[config.mk]
export PLATFORM = sky130hd
export DESIGN_NAME = s526_bist_wrap
export DESIGN_NICKNAME = d
export VERILOG_FILES = /design/src/rtl/s526_bist_wrap.sv
export SDC_FILE = /design/constraint.sdc
export NUM_CORES = 1
export LEC_CHECK = 0
export BUFFER_PORTS_ARGS = -buffer_cell sky130_fd_sc_hd__buf_2
export CAP_MARGIN = 5
export CORE_MARGIN = 3
export CORE_UTILIZATION = 55
export DETAILED_ROUTE_END_ITERATION = 8
export PLACE_DENSITY = 0.8
export SYNTH_ARGS = -nofsm -noshare
export SYNTH_HDL_FRONTEND = slang
export SYNTH_SLANG_ARGS = --single-unit
[constraint.sdc]
create_clock -name CK -period 2 [get_ports CK]
set_input_delay 0 -clock CK [delete_from_list [all_inputs] [get_ports CK]]
set_output_delay 0 -clock CK [all_outputs]
set_load 0.1 [all_outputs]
[src/rtl/s526_bist_wrap.sv]
// rtl/s526_bist_wrap.sv - BIST harness around s526: LFSR stimulus, MISR compaction, PASS flag
module s526_bist_wrap #(
    parameter int          NCYC     = 64,
    parameter int          INIT_CYC = 2,
    parameter logic [7:0]  SEED     = 8'hA5
) (
    input  logic        CK,
    input  logic        RN,
    input  logic        START,
    input  logic [15:0] EXP_SIG,
    input  logic [5:0]  CUT_Q,
    output logic        G0_O,
    output logic        G1_O,
    output logic        G2_O,
    output logic        BUSY,
    output logic        DONE,
    output logic [15:0] SIG,
    output logic        PASS
);

    // An all-zero LFSR would lock up, so a zero seed is promoted to 1.
    localparam logic [7:0] SEED_EFF = (SEED == 8'h00) ? 8'h01 : SEED;
    // The counter has to hold both load values; with the defaults this is 7 bits.
    localparam int CMAX = (NCYC > INIT_CYC) ? NCYC : INIT_CYC;
    localparam int CW   = $clog2(CMAX + 1);
    localparam logic [CW-1:0] INIT_LOAD = CW'(INIT_CYC - 1);
    localparam logic [CW-1:0] RUN_LOAD  = CW'(NCYC - 1);

    typedef enum logic [2:0] {
        S_IDLE,
        S_INIT,
        S_RUN,
        S_DRAIN,
        S_DONE
    } state_t;

    state_t          state;
    logic [7:0]      lfsr;
    logic [CW-1:0]   cnt;
    logic [7:0]      lfsr_next;
    logic [15:0]     sig_next;

    // Next LFSR value (x^8+x^6+x^5+x^4+1, shift toward MSB).
    always_comb begin
        lfsr_next = {lfsr[6:0], lfsr[7] ^ lfsr[5] ^ lfsr[4] ^ lfsr[3]};
    end

    // Next MISR value: Galois step with poly 0x1021, then fold in the CUT response.
    always_comb begin
        sig_next = ({SIG[14:0], 1'b0} ^ (SIG[15] ? 16'h1021 : 16'h0000)) ^ {10'b0, CUT_Q};
    end

    // Session FSM with all CUT drives and status outputs registered.
    always_ff @(posedge CK or negedge RN) begin
        if (!RN) begin
            state <= S_IDLE;
            G0_O  <= 1'b1;
            G1_O  <= 1'b0;
            G2_O  <= 1'b0;
            BUSY  <= 1'b0;
            DONE  <= 1'b0;
            SIG   <= 16'h0000;
            PASS  <= 1'b0;
            lfsr  <= SEED_EFF;
            cnt   <= '0;
        end else begin
            case (state)
                S_IDLE, S_DONE: begin
                    // PASS tracks EXP_SIG continuously while the signature is frozen.
                    if (state == S_DONE) begin
                        PASS <= (SIG == EXP_SIG);
                    end
                    if (START) begin
                        state <= S_INIT;
                        cnt   <= INIT_LOAD;
                        BUSY  <= 1'b1;
                        DONE  <= 1'b0;
                        PASS  <= 1'b0;
                        SIG   <= 16'h0000;
                        lfsr  <= SEED_EFF;
                        G0_O  <= 1'b1;
                        G1_O  <= 1'b0;
                        G2_O  <= 1'b0;
                    end
                end
                S_INIT: begin
                    SIG <= 16'h0000;
                    if (cnt == '0) begin
                        // First stimulus comes straight from the seed.
                        state <= S_RUN;
                        cnt   <= RUN_LOAD;
                        G0_O  <= 1'b0;
                        G1_O  <= lfsr[0];
                        G2_O  <= lfsr[1];
                        lfsr  <= lfsr_next;
                    end else begin
                        cnt <= cnt - 1'b1;
                    end
                end
                S_RUN: begin
                    // The CUT is one flop deep, so the first RUN cycle has no response yet.
                    if (cnt != RUN_LOAD) begin
                        SIG <= sig_next;
                    end
                    if (cnt == '0) begin
                        state <= S_DRAIN;
                        G0_O  <= 1'b1;
                        G1_O  <= 1'b0;
                        G2_O  <= 1'b0;
                    end else begin
                        cnt  <= cnt - 1'b1;
                        G1_O <= lfsr[0];
                        G2_O <= lfsr[1];
                        lfsr <= lfsr_next;
                    end
                end
                S_DRAIN: begin
                    // Absorb the response to the final stimulus; PASS uses the final value.
                    SIG   <= sig_next;
                    PASS  <= (sig_next == EXP_SIG);
                    state <= S_DONE;
                    BUSY  <= 1'b0;
                    DONE  <= 1'b1;
                end
                default: begin
                    state <= S_IDLE;
                end
            endcase
        end
    end

endmodule
# [Word level (Yosys, flattened, before mapping)]
# Index checks and enable logic that the tools add are counted.
[word_totals] in_bits=25 reg_bits=40 word_cells=75 output_inout_bits=22
[op_classes] addsub=1 bitwise=5 reduce_logical=14 mux=32 n_eq_ne=13
[ops] cell="case mux 16 bit (4 select lines)" n=1
[ops] cell="== test 16 bit" n=2
[ops] cell="2-to-1 mux 16 bit" n=2
[ops] cell="2-to-1 mux 8 bit" n=3
[ops] cell="case mux 8 bit (3 select lines)" n=1
[ops] cell="2-to-1 mux 7 bit" n=3
[ops] cell="case mux 7 bit (3 select lines)" n=1
[ops] cell="XOR 16 x 13 -> 16 bit" n=1
[ops] cell="XOR 16 x 6 -> 16 bit" n=1
[ops] cell="2-to-1 mux 13 bit" n=1
[ops] cell="case mux 3 bit (4 select lines)" n=1
[ops] cell="AND reduction 3 bit" n=4
[ops] cell="2-to-1 mux 1 bit" n=10
[ops] cell="inequality test 2 bit (second input constant)" n=5
[ops] cell="2-to-1 mux 3 bit" n=3
[ops] cell="case mux 1 bit (3 select lines)" n=3
[ops] cell="AND reduction 4 bit" n=2
[ops] cell="logical NOT 7 bit" n=1
[ops] cell="inequality test 7 x 6 -> 1 bit (second input constant)" n=1
[ops] cell="subtractor 7 x 1 -> 7 bit (second input constant)" n=1
[ops] cell="== test 3 x 2 -> 1 bit (second input constant)" n=2
[ops] cell="case mux 1 bit (2 select lines)" n=3
[ops] cell="AND reduction 2 bit" n=2
[ops] cell="nonzero test 4 bit" n=1
[ops] cell="other kinds (8)" n=10

# [Depth between registers and ports, before layout]
# Gate-level depths: netlist of run 1.
[depth] word_depth=5 ltp_mapped=8 depth_no_buf=7

# [Worst setup path after synthesis of run 1]
# OpenSTA, ideal clock, no wires.
[synth_path] path_type="reg2reg" start="reg SIG[15]" end="reg PASS" path_stages_with_launch=7 n_path_buf=1 period_less_slack_ns=1.939 setup_time_ns=0.071 slack_ns=0.061 arrival_ns=1.869 path_cell_list="dfrtp_1 -> clkbuf_1 -> xor2_1 -> xor2_1 -> nor4_1 -> o2111ai_1 -> nand3_1"
[synth_between] elab_chain_cells=5 elab_cells_between_ends=8 classes_between="eq/ne (2); mux (4); bitwise (2)"
[synth_lines] element="from (decl)" line="17" rtl="output logic [15:0] SIG,"
[synth_lines] element="from (signal assigned)" line="103" rtl="SIG <= sig_next;"
[synth_lines] element="from (signal assigned)" line="119" rtl="SIG <= sig_next;"
[synth_lines] element="2-to-1 mux 13 bit" line="50" rtl="sig_next = ({SIG[14:0], 1'b0} ^ (SIG[15] ? 16'h1021 : 16'h0000)) ^ {10'b0, CUT_Q};"
[synth_lines] element="XOR 16 x 13 -> 16 bit" line="50"
[synth_lines] element="XOR 16 x 6 -> 16 bit" line="50"
[synth_lines] element="== test 16 bit" line="120" rtl="PASS <= (sig_next == EXP_SIG);"
[synth_lines] element="case mux 1 bit (2 select lines) (*)" line="67" rtl="case (state)"
[synth_lines] element="to (signal assigned)" line="71" rtl="PASS <= (SIG == EXP_SIG);"
[synth_lines] element="to (signal assigned)" line="120"
[synth_lines] element="to (decl)" line="18" rtl="output logic PASS"
# Every way passes the cells marked *; elsewhere a longest branch is shown, timed or not. The select of a mux whose other input is x is not followed.
# A chain may end at the register's enable or synchronous reset.

# [Final worst setup path of run 1]
[layout_path] start="reg cnt[1]" end="reg cnt[2]"
[layout_between] elab_chain_cells=3 elab_cells_between_ends=7 classes_between="add/sub (1); eq/ne (1); mux (3); reduce/logical (2)"
[layout_lines] element="from (decl)" line="39" rtl="logic [CW-1:0] cnt;"
[layout_lines] element="from (signal assigned)" line="97" rtl="cnt <= cnt - 1'b1;"
[layout_lines] element="from (signal assigned)" line="111" rtl="cnt <= cnt - 1'b1;"
[layout_lines] element="subtractor 7 x 1 -> 7 bit or logical NOT 7 bit (tied branches)"
[layout_lines] element="2-to-1 mux 7 bit (tied with other cells)" line="105" rtl="if (cnt == '0) begin"
[layout_lines] element="case mux 7 bit (3 select lines) or AND reduction 3 bit (tied branches)"
# Parallel ways exist; a longest one is shown, timed or not. The select of a mux whose other input is x is not followed.

==> flow_summary.yaml, run 1 <==
status:
  status: "finished clean"
critical_path:
  start_kind: "register"
  crit_fanout: 6
  worstPathRequired_ns: 2.18
  critical_path_class: "reg -> reg"
  cp-end-kind: "register"
  arrival_ns: 2.14
logic_synthesis:
  netlist.top_cell.by_area: "dfrtp_1"
  synth.most_common_cell: "dfrtp_1"
  ys_seq_area_share_pct: 42.0
  synth.area.top_cells: "dfrtp_1 (36%), xnor2_1 (11%), dfstp_2 (5.5%)"
  synth_top_area_share_pct: 36.5
  synthCells: 261
  synth_edf_count: 0
  ys_ff_latch: 40
  yosysUniqueCellTypes: 48
  synth_commonest_cells: "dfrtp_1 (35), xnor2_1 (30), o21ai_0 (24)"
  synth_flop_cell: "dfrtp_1"
  netlist_area_sq_um: 2400
  syn_area_per_cell_sq_um: 9.19
  synth-warning-count: 0
  syn_nets: 289
  synthArstFlopShare_pct: 100
job:
  drv_cap: 0
final_layout:
  antenna_cells: 0
  fillers: 353
  drive_gt1_share_pct: 27.8
  layout.nets: 347
  synthToLayoutAreaGrowth_pct: 20.4
  fin_cells: 370
grt:
  grt_pass1_wl_microns: 9340
  grt_pass1_vias: 2084
  grt_use_total_pct: 22.7
  grt_overflow: 0
  antenna_found_initial: 0
  grt_start_max_net_pins: 41
timing:
  relSlewSlack_pct: 39.8
  setup_violations: 0
  worst_slew_pin_slew_ns: 0.903
  fin_skew_ns: 0.00302
  max_freq_mhz: 512
  hold_viol: 0
  drv_slew: 0
  fin_crit_ns: 1.95
  rsz0062_at_grt: "yes"
  post-route-period-util_pct: 97.6
routing:
  routed_wirelength_microns: 5600
  route.vias.total: 2089
  drc: 0
  antenna_left: 0
  drt-initial-drc-count: 128
  dr.pass1.iters: 5
  routedWlPerCell_microns: 15.1
  viasPerCell: 5.65
placed_design:
  gp_congestion: 0.849
  dp_cells: 357
  place_hpwl_microns: 3960
  port_buffers: 46
power_and_ir_drop:
  powerDensity_nw_per_um2: 1630
  power_uw: 4700
  ir_worst_vdd_v: 0.00105
  p_leak_uw: 0.00132
floorplanning:
  num_rows: 23
  die_w_microns: 72.1
  fp.dieH_microns: 72.1
  core_sq_um: 4120
  fp.dieArea_sq_um: 5190
  start_util_pct: 58.3
  num_io_pins: 47
clocking:
  path_clk_slew_ns: 0.08
  clockBufferDepth: 2
  htree_levels: 2
  cts_tree: "done"
  cts_buffers: 5
  clock_latency_ns: 0.29
  cts_root_buf: "clkbuf_8"
  clkSinkCount: 40
hold_path:
  hold_path_class: "in -> reg"
-- power by group --
group	switching, uW	total, uW	internal, uW
combinational	1750	2740	990
sequential	298	1370	1070
clock	276	591	315
-- what timing repair did --
item                                    4_1_cts  5_1_grt
endpoints found under the setup margin        3       12
resized for setup                             2        6
hold buffers                                  1        0
hold endpoints to repair                     35        0
cloned                                        1        0
pin swaps                                     0        1
buffers inserted                              1        2
-- kinds of logic (layout without fill, tap and decap cells) --
logic type / count (synthesis) / in the layout / synth area share (%)
xor gates and xnor gates: 43 / 43 / 15.7
AOI/OAI and AO/OA: 57 / 58 / 14.8
DFF: 40 / 40 / 42.0
muxes: 4 / 4 / 1.82
buffers and inverters: 27 / 85 / 5.42
adders and majority gates: 3 / 3 / 1.56
and+or+nand+nor: 87 / 87 / 18.7
-- through the flow --
| step | area (sq um) | utilization (%) | setup slack (ns) | hold slack, ns | setup TNS, ns |
|---|---|---|---|---|---|
| 6_report | 2890 | 70.2 | 0.0473 | 0.0694 | 0 |
| 5_1_grt | 2890 | 70.2 | -0.0397 | 0.0973 | -0.128 |
| 4_1_cts | 2850 | 69.2 | 0.00812 | 0.0567 | 0 |
| 3_5_place_dp | 2720 | 66.0 | 0.00183 | 0.180 | 0 |
| 3_3_place_gp | 2720 | 66.0 | 0.0798 | 0.172 | 0 |
| 2_1_floorplan | 2400 | - | 0.0607 | -0.296 | 0 |
-- flip-flops by register name, indices dropped and copies added (netlist names), 3 cells and up --
| name | flops |
|---|---|
| SIG | 16 |
| lfsr | 8 |
| cnt | 7 |
| state | 3 |
-- area by class of cell --
| type | count | area, sq um | share of cell area, % |
|---|---|---|---|
| multi-input cells | 195 | 1300 | 45.0 |
| flip-flops and latches | 40 | 1010 | 34.9 |
| repair buffers | 61 | 358 | 12.4 |
| clock buffers | 8 | 100 | 3.46 |
| well taps | 50 | 62.6 | 2.17 |
| inverters | 16 | 60.1 | 2.08 |
-- routing by layer --
layer | wire length (microns) | share of wire (%) | global-route usage (%)
met2 | 2710 | 48 | 37.1
met5 | 0 | 0 | 0
met4 | 60 | 1.1 | 7.10
met3 | 272 | 4.9 | 5.40
met1 | 2560 | 46 | 29.9
-- layout by cell type, fill, tap and decap left out, drive strengths merged, types with 4 or more instances in the layout --
cell / n
buf: 60
dfrtp: 35
xnor2: 30
o21ai: 25
nand2: 21
nor2: 17
nand3: 17
inv: 16
a21oi: 15
xor2: 13
nor3: 9
clkbuf: 8
dfstp: 5
nand4: 5
o22a: 4
-- path summary, 6_finish.rpt --
path / start / end / slack, ns / cells after the start
min reg2reg: G1_O / G1_O / 0.48 / 1
max in group asynchronous: RN / G1_O / 1.06 / 2
max reg2reg: cnt[1] / cnt[2] / 0.05 / 7
min: EXP_SIG[12] / PASS / 0.07 / 4
min in group asynchronous: RN / lfsr[3] / 0.38 / 2
max: cnt[1] / cnt[2] / 0.05 / 7
-- critical path, cell delays in order (launching register included) --
cell     delay (ns)
dfrtp_1        0.41
inv_1          0.09
ha_1           0.18
or4b_4         0.51
nor3_4         0.22
o21a_4         0.20
a21oi_1        0.05
o22a_2         0.19
(Power assumes the default switching activity.)
==> run 2: changes to the inputs <==
Settings changed: RECOVER_POWER set to 25.
==> flow_summary.yaml, run 2 (synthesized netlist as in run 1, its figures left out) <==
status:
  status: "finished clean"
final_layout:
  final_cell_mix: "buf_2 (45), dfrtp_1 (35), xnor2_1 (30), o21ai_0 (23), nand2_1 (20)"
  top_register: "SIG"
  fin_util_pct: 70.2
  synthToLayoutAreaGrowth_pct: 20.4
  layout.nets: 347
  fin_cells: 370
  antenna_cells: 0
  largest_register_ffs: 16
  reg_top3: "SIG x16, lfsr x8, cnt x7"
  layout_commonest_cell: "buf_2"
  drive_gt1_share_pct: 27.8
floorplanning:
  num_io_pins: 47
  fp.dieArea_sq_um: 5190
  start_util_pct: 58.3
  core_sq_um: 4120
  num_rows: 23
  die_w_microns: 72.1
  fp.dieH_microns: 72.1
timing:
  max_freq_mhz: 512
  whs_ns: 0.0694
  setup_violations: 0
  rsz0062_at_grt: "yes"
  fin_skew_ns: 0.00302
  relSlewSlack_pct: 32.9
  drv_slew: 0
  fin_crit_ns: 1.95
  worst_slew_pin_slew_ns: 1.01
  post-route-period-util_pct: 97.6
  hold_viol: 0
grt:
  grt_use_met2_pct: 37.1
  grt_start_max_net_pins: 41
  busiest_layer: "met2"
  grt_pass1_wl_microns: 9340
  use_met1_pct: 29.9
  grt_overflow: 0
  grt_use_total_pct: 22.7
  antenna_found_initial: 0
  grt_pass1_vias: 2084
  gr-usage-met3_pct: 5.40
routing:
  drc: 0
  routed_wirelength_microns: 5600
  dr.pass1.iters: 5
  drt-initial-drc-count: 128
  antenna_left: 0
  routedWlPerCell_microns: 15.1
  route.vias.total: 2089
  viasPerCell: 5.65
power_and_ir_drop:
  ir_worst_vdd_v: 0.00105
  internal-power_uw: 2380
  switchingPower_uw: 2320
  clkPwrFrac_pct: 12.6
  powerDensity_nw_per_um2: 1630
  comb_power_share_pct: 58.2
  p_leak_uw: 0.00132
  switching_share_pct: 49.4
  seq_power_share_pct: 29.2
critical_path:
  worstPathRequired_ns: 2.18
  critical_path_class: "reg -> reg"
  crit_fanout: 6
  cp-end-kind: "register"
  arrival_ns: 2.14
  start_kind: "register"
clocking:
  htree_levels: 2
  clkSinkCount: 40
  cts_tree: "done"
  path_clk_slew_ns: 0.08
  clockBufferDepth: 2
  cts_root_buf: "clkbuf_8"
  cts_buffers: 5
  clock_latency_ns: 0.29
hold_path:
  hold_path_class: "in -> reg"
placed_design:
  place_hpwl_microns: 3960
  port_buffers: 46
  gp_congestion: 0.849
  dp_cells: 357
job:
  drv_cap: 0
## run 2: power by group through the flow
stage,Clock (uW),Combinational (uW),Sequential (uW)
final,591,2740,1370
after global routing,637,2980,1420
after CTS,603,2640,1360
after detailed placement,0,2540,1370
after global placement,0,2490,1360
after floorplan,0,1480,1870
## run 2: cell type report
type | instances | area, sq um
repair buffers | 61 | 358
flip-flops and latches | 40 | 1010
clock buffers | 8 | 100
multi-input cells | 195 | 1300
fillers | 353 | 1230
well taps | 50 | 62.6
inverters | 16 | 60.1
## run 2: path summary, 6_finish.rpt
kind / slack (ns) / cells after the start / start / to
worst max-delay path: 0.05 / 7 / cnt[1] / cnt[2]
worst min-delay path: 0.07 / 4 / EXP_SIG[12] / PASS
worst max register to register: 0.05 / 7 / cnt[1] / cnt[2]
worst min register to register: 0.48 / 1 / G1_O / G1_O
max in group asynchronous: 0.97 / 2 / RN / G1_O
min in group asynchronous: 0.41 / 2 / RN / lfsr[3]
## run 2: repair_timing
action                                  in CTS  in global routing
buffers inserted                             1                  2
cloned                                       1                  0
pin swaps                                    0                  1
endpoints found under the setup margin       3                 12
endpoints found under the hold margin       35                  0
hold buffers                                 1                  0
gates resized for setup                      2                  6
## run 2: layer usage
metal  wire (microns)  part of all wire, %  vias up
li1                 -                    -     1017
met1             2560                   46     1013
met2             2710                   48       51
met3              272                  4.9        8
met4               60                  1.1        0
met5                0                    0        -
## run 2: critical path, cell delays in order (launching register included)
cell and delay [ns]:
dfrtp_1 0.41, inv_1 0.09, ha_1 0.18, or4b_4 0.51, nor3_4 0.22, o21a_4 0.20, a21oi_1 0.05, o22a_2 0.19
## run 2: metrics by stage
step	instance area, sq um	TNS, ns	worst slack, ns	power, uW
after floorplan	2400	0	0.0607	3360
final	2890	0	0.0473	4700
after global placement	2720	0	0.0798	3850
after detailed placement	2720	0	0.00183	3910
after global routing	2890	-0.128	-0.0397	5040
after CTS	2850	0	0.00812	4600
